$ cat config.mk
export PLATFORM = sky130hd
export DESIGN_NAME = lsu
export DESIGN_NICKNAME = d
export VERILOG_FILES = /design/src/rtl/lsu.sv
export SDC_FILE = /design/constraint.sdc
export NUM_CORES = 1
export LEC_CHECK = 0
export CORE_AREA = 8 8 118 120
export CTS_BUF_LIST = sky130_fd_sc_hd__clkbuf_8 sky130_fd_sc_hd__clkbuf_16
export DETAILED_ROUTE_END_ITERATION = 8
export DIE_AREA = 0 0 126 128
export PLACE_DENSITY = 0.86
export SYNTH_ARGS = -nofsm -noshare
export SYNTH_HDL_FRONTEND = slang
export SYNTH_SLANG_ARGS = --single-unit
export TNS_END_PERCENT = 1
$ cat constraint.sdc
create_clock -name i_clk -period 4.1 [get_ports i_clk]
set_input_delay 1.025 -clock i_clk [delete_from_list [all_inputs] [get_ports i_clk]]
set_output_delay 1.025 -clock i_clk [all_outputs]
set_load 0.02 [all_outputs]
$ cat src/rtl/lsu.sv
// Load/store unit: turns one core load/store/fence.i request into a single
// word-addressed SPRAM access, waits on memory readiness and reports
// completion with a one-cycle done pulse (plus fault for rejected requests).
module lsu (
   input  logic        i_clk,
   input  logic        i_rst,
   input  logic        i_valid,
   input  logic        i_load,
   input  logic        i_store,
   input  logic        i_fence_i,
   input  logic [2:0]  i_funct3,
   input  logic [31:0] i_addr,
   input  logic [31:0] i_wdata,
   output logic        o_busy,
   output logic        o_done,
   output logic        o_fault,
   output logic [31:0] o_rdata,
   output logic        o_dm_ren,
   output logic        o_dm_wen,
   output logic [3:0]  o_dm_ben,
   output logic [13:0] o_dm_addr,
   output logic [31:0] o_dm_wdata,
   output logic        o_fence_i,
   input  logic [31:0] i_dm_rdata,
   input  logic        i_mem_ready
);

   typedef enum logic [2:0] {IDLE, ISSUE, LWAIT, FENCE, FWAIT, DONE} state_t;

   state_t      state, state_nxt;
   logic        accept;
   logic        req_load;
   logic        req_fault;
   logic [2:0]  req_f3;
   logic [1:0]  req_off;
   logic [13:0] req_addr;
   logic [31:0] req_wdata;
   logic [3:0]  req_ben;
   logic        fw_seen;

   // A request is illegal if its kind is ambiguous, its width code is not a
   // legal RV32I encoding for that kind, it falls outside the 64 KiB window
   // or it is misaligned for its width.
   function automatic logic req_bad(input logic ld, input logic st,
                                    input logic [2:0] f3, input logic [31:0] addr);
      logic bad;
      bad = (ld == st);
      if (st)
         bad = bad | f3[2] | (f3[1:0] == 2'b11);
      else
         bad = bad | (f3[1:0] == 2'b11) | (f3[2] & f3[1]);
      bad = bad | (addr[31:16] != 16'h0);
      bad = bad | ((f3[1:0] == 2'b01) & addr[0]);
      bad = bad | ((f3[1:0] == 2'b10) & (addr[1:0] != 2'b00));
      return bad;
   endfunction

   // Byte lanes touched by a store of the given width at the given offset.
   function automatic logic [3:0] store_ben(input logic [2:0] f3, input logic [1:0] off);
      case (f3[1:0])
         2'b00:   return 4'b0001 << off;
         2'b01:   return off[1] ? 4'b1100 : 4'b0011;
         default: return 4'b1111;
      endcase
   endfunction

   // Store data is replicated across all lanes so the enabled lane always
   // carries the right byte/halfword regardless of offset.
   function automatic logic [31:0] store_data(input logic [2:0] f3, input logic [31:0] d);
      case (f3[1:0])
         2'b00:   return {4{d[7:0]}};
         2'b01:   return {2{d[15:0]}};
         default: return d;
      endcase
   endfunction

   // Right-align the addressed lane, then sign- or zero-extend by width.
   function automatic logic [31:0] load_extract(input logic [31:0] word,
                                                input logic [1:0] off,
                                                input logic [2:0] f3);
      logic [31:0] sh;
      sh = word >> {off, 3'b000};
      case (f3)
         3'b000:  return {{24{sh[7]}}, sh[7:0]};
         3'b001:  return {{16{sh[15]}}, sh[15:0]};
         3'b100:  return {24'h0, sh[7:0]};
         3'b101:  return {16'h0, sh[15:0]};
         default: return sh;
      endcase
   endfunction

   assign accept = (state == IDLE) & i_valid;

   // State register.
   always_ff @(posedge i_clk or posedge i_rst) begin
      if (i_rst) state <= IDLE;
      else       state <= state_nxt;
   end

   // Next-state logic; fence.i outranks the fault check, which outranks
   // the store/load split.
   always_comb begin
      state_nxt = state;
      case (state)
         IDLE: begin
            if (i_valid) begin
               if (i_fence_i)                                  state_nxt = FENCE;
               else if (req_bad(i_load, i_store, i_funct3, i_addr)) state_nxt = DONE;
               else                                            state_nxt = ISSUE;
            end
         end
         ISSUE:   if (i_mem_ready) state_nxt = req_load ? LWAIT : DONE;
         LWAIT:   state_nxt = DONE;
         FENCE:   state_nxt = FWAIT;
         FWAIT:   if (fw_seen && i_mem_ready) state_nxt = DONE;
         DONE:    state_nxt = IDLE;
         default: state_nxt = IDLE;
      endcase
   end

   // Latch the request on accept so address/data/lanes stay stable while stalled.
   always_ff @(posedge i_clk or posedge i_rst) begin
      if (i_rst) begin
         req_load  <= 1'b0;
         req_fault <= 1'b0;
         req_f3    <= 3'b000;
         req_off   <= 2'b00;
         req_addr  <= 14'h0;
         req_wdata <= 32'h0;
         req_ben   <= 4'h0;
      end else if (accept) begin
         req_load  <= i_load & ~i_fence_i;
         req_fault <= ~i_fence_i & req_bad(i_load, i_store, i_funct3, i_addr);
         req_f3    <= i_funct3;
         req_off   <= i_addr[1:0];
         req_addr  <= i_addr[15:2];
         req_wdata <= i_store ? store_data(i_funct3, i_wdata) : 32'h0;
         if (i_fence_i || req_bad(i_load, i_store, i_funct3, i_addr))
            req_ben <= 4'h0;
         else if (i_store)
            req_ben <= store_ben(i_funct3, i_addr[1:0]);
         else
            req_ben <= 4'hF;
      end
   end

   // Marks that FWAIT has already lasted one cycle; memory ready only drops
   // one cycle after the fence pulse, so it cannot be trusted before then.
   always_ff @(posedge i_clk or posedge i_rst) begin
      if (i_rst) fw_seen <= 1'b0;
      else       fw_seen <= (state == FWAIT);
   end

   // Load result register; holds its value across store/fence/fault completions.
   always_ff @(posedge i_clk or posedge i_rst) begin
      if (i_rst)                o_rdata <= 32'h0;
      else if (state == LWAIT)  o_rdata <= load_extract(i_dm_rdata, req_off, req_f3);
   end

   assign o_busy     = (state != IDLE);
   assign o_done     = (state == DONE);
   assign o_fault    = (state == DONE) & req_fault;
   assign o_dm_ren   = (state == ISSUE) & req_load & i_mem_ready;
   assign o_dm_wen   = (state == ISSUE) & ~req_load & i_mem_ready;
   assign o_dm_ben   = req_ben;
   assign o_dm_addr  = req_addr;
   assign o_dm_wdata = req_wdata;
   assign o_fence_i  = (state == FENCE);

endmodule

==> reports/qor.txt <==
Total GRT Usage: 0.1924
1st-pass router iterations: 4
Clock H-tree levels: 3
Initial antenna violation count: 0
Area growth syn-to-layout: 50.36%
Worst slack, placed: 0.6119 ns
Hold/Removal Path Class: flop to flop
Die area: 16,130 µm²
P per Cell Area: 680.3 nW/µm²
Synth area leaders: dfrtp_1, nand2_1, mux2i_1
Mean number of vias per cell: 5.281
Root buf cell: clkbuf_16
CP Launch Type: primary input
Required time worst endpoint: 3.07 ns
Die Ht: 128 µm
Layout cells sized above 1: 0.06967
First-pass GRT wire length: 24.54 mm
Post-Synthesis Cell Area: 4673 µm²
Area leader, netlist: dfrtp_1
CTS tree: yes
DRC Markers: 0
Synthesized Nets: 611
Hpwl dp: 11.42 mm
Core Util, Final: 0.5755
Critical R2R Launch: req_off[1]$_DFFE_PP0P_
Row Count: 41
PortBufs: 193
Clock buffer depth: 2
Final setup viols: 0
Via Count: 4,431
# Post-CTS Setup Buffers: 0
Post-synth EDFFs: 0
# Max-Cap Violations: 0
Area fraction of the dominant cell type after synthesis: 0.4980
Fillers: 1,039
Number of synthesis warnings: 0
Post-synth top cells: nand2_1, dfrtp_1, nor2_1
Core Area: 12,210 µm²
Number of instances resized during post-cts repair: 0
CTS Hold Bufs: 0
Ys flop type: dfrtp_1
Final-report hold violation count: 0
Critical Path Fanout Max: 5
Antenna fix cells: 0
Sequential fraction of the synthesis area: 0.4980
TritonCTS Buffers: 9
DIE WIDTH: 126 µm
Setup CP Type: primary input to primary output
Status: finished, final reports clean
Initial Util: 0.3828
IO Pins: 194
Post-route clock period utilization: 0.8517
Min-delay src: o_dm_addr[4]$_DFFE_PP0P_
Iteration-0 DRC Markers: 352
Unrepaired setup endpoints after global routing: false
Wirelength, routed: 15.18 mm
Worst-Skew Late Latency: 0.34 ns
Synth Register Bits: 93
Pin count of the biggest net entering global routing: 82
Slew HR: 0.3043
Synth Instances: 505
Final worst setup slack: 0.6080 ns
Placer Congestion: 0.9014
Max Clk Rate: 286.4 MHz
Count leader, synth: nand2_1
CTS clock-pin slew for the worst setup and hold paths: 0.06 ns
Peak VDD IR: 337.1 µV
Max-slew violation count: 0
Grt ovf: 0
Async SR Flop Fraction: 1.000
Clk_skew: 0.004316 ns
Drt wl/cell: 18.09 µm
Final Critical Period: 3.492 ns
Setup TNS: 0 ns
Clk sinks: 93
Slew @ Worst Pin: 1.044 ns
Nets: 790
Antenna-violating nets left: 0
Vias in the first global route: 4,693
Unique masters post-synth: 44
Crit path DAT: 2.47 ns
CP startpoint: i_mem_ready
Leakage: 3.006 nW
Setup crit end kind: primary output
Synth Area per Inst: 9.254 µm²
==> registers in the layout, indices dropped and copies added, names as in the netlist <==
name        count
o_dm_addr      14
fw_seen         1
o_dm_wdata     32
req_f3          3
o_rdata        32
state           3
req_off         2
o_dm_ben        4
req_fault       1
req_load        1
==> worst max-delay path, stage by stage <==
cell and delay (ns):
clkdlybuf4s50_1 0.54, nor3b_1 0.24, clkdlybuf4s50_1 0.66
==> where the power goes <==
part	internal (W)	switching [W]
logic	0.00112	0.00124
clock network	0.000483	0.000344
registers	0.00130	0.000290
total	0.00291	0.00187
==> placed cells by master (no fill, tap or decap), types with 3 or more instances in the layout <==
cell type,n
nor2_1,40
clkinv_2,3
nor4_1,4
mux2_2,8
a21oi_1,34
a22o_1,7
o22a_1,16
and2_1,17
mux2_1,10
clkdlybuf4s50_1,193
o31ai_2,4
o21ai_1,18
mux2i_1,22
o21ai_0,16
nor2b_1,12
nand2b_1,6
nand2_1,112
inv_1,3
dfrtp_1,93
a211oi_1,7
buf_4,10
nand3_1,9
clkbuf_16,9
o31ai_1,4
==> area by class of cell <==
cell class / instances / area [µm²] / area share
Multi-Input combinational cell: 373 / 2195 / 0.3123
Tap cell: 150 / 187.7 / 0.02671
Clock inverter: 6 / 55.05 / 0.007835
Inverter: 4 / 16.27 / 0.002315
Sequential cell: 93 / 2327 / 0.3312
Timing Repair Buffer: 203 / 2007 / 0.2856
Clock buffer: 10 / 239.0 / 0.03401
==> worst paths after layout <==
kind	end	slack [ns]	cells after the start
worst max-delay path	o_dm_wen	0.61	3
worst min-delay path	o_dm_addr[4]$_DFFE_PP0P_	0.47	2
worst max register to register	o_rdata[8]$_DFFE_PP0N_	1.69	3
worst min register to register	o_dm_addr[4]$_DFFE_PP0P_	0.47	2
max in group asynchronous	o_rdata[13]$_DFFE_PP0N_	2.23	3
min in group asynchronous	o_dm_addr[10]$_DFFE_PP0P_	1.04	2
==> logic make-up (layout without fill, tap and decap cells) <==
group           count (synthesis)  count (layout)  share of synthesized area
mux                            42              42                     0.1001
compound gates                115             115                     0.1601
simple gates                  216             216                     0.2072
flops                          93              93                     0.4980
buf+inv                        39             223                    0.03454
==> metrics by stage <==
stage                     area, µm²  hold slack, ns  cells  total power [W]
final                          7027          0.4733    839         0.004781
after global routing           7027          0.5099    839         0.005094
after CTS                      7027          0.4781    839         0.004833
after detailed placement       6733          0.4600    823         0.003983
after global placement         6733          0.4490    823         0.003912
after floorplan                4673          0.4402    505         0.002878
==> layer usage <==
metal  vias to the layer above  track usage  wire [µm]
li1                       2102            -          -
met5                         -            0          0
met4                         0      0.08846        388
met1                      2108       0.2250       6095
met2                       192       0.3098       7160
met3                        29      0.07072       1532
Power figures use the tool's default switching activity.
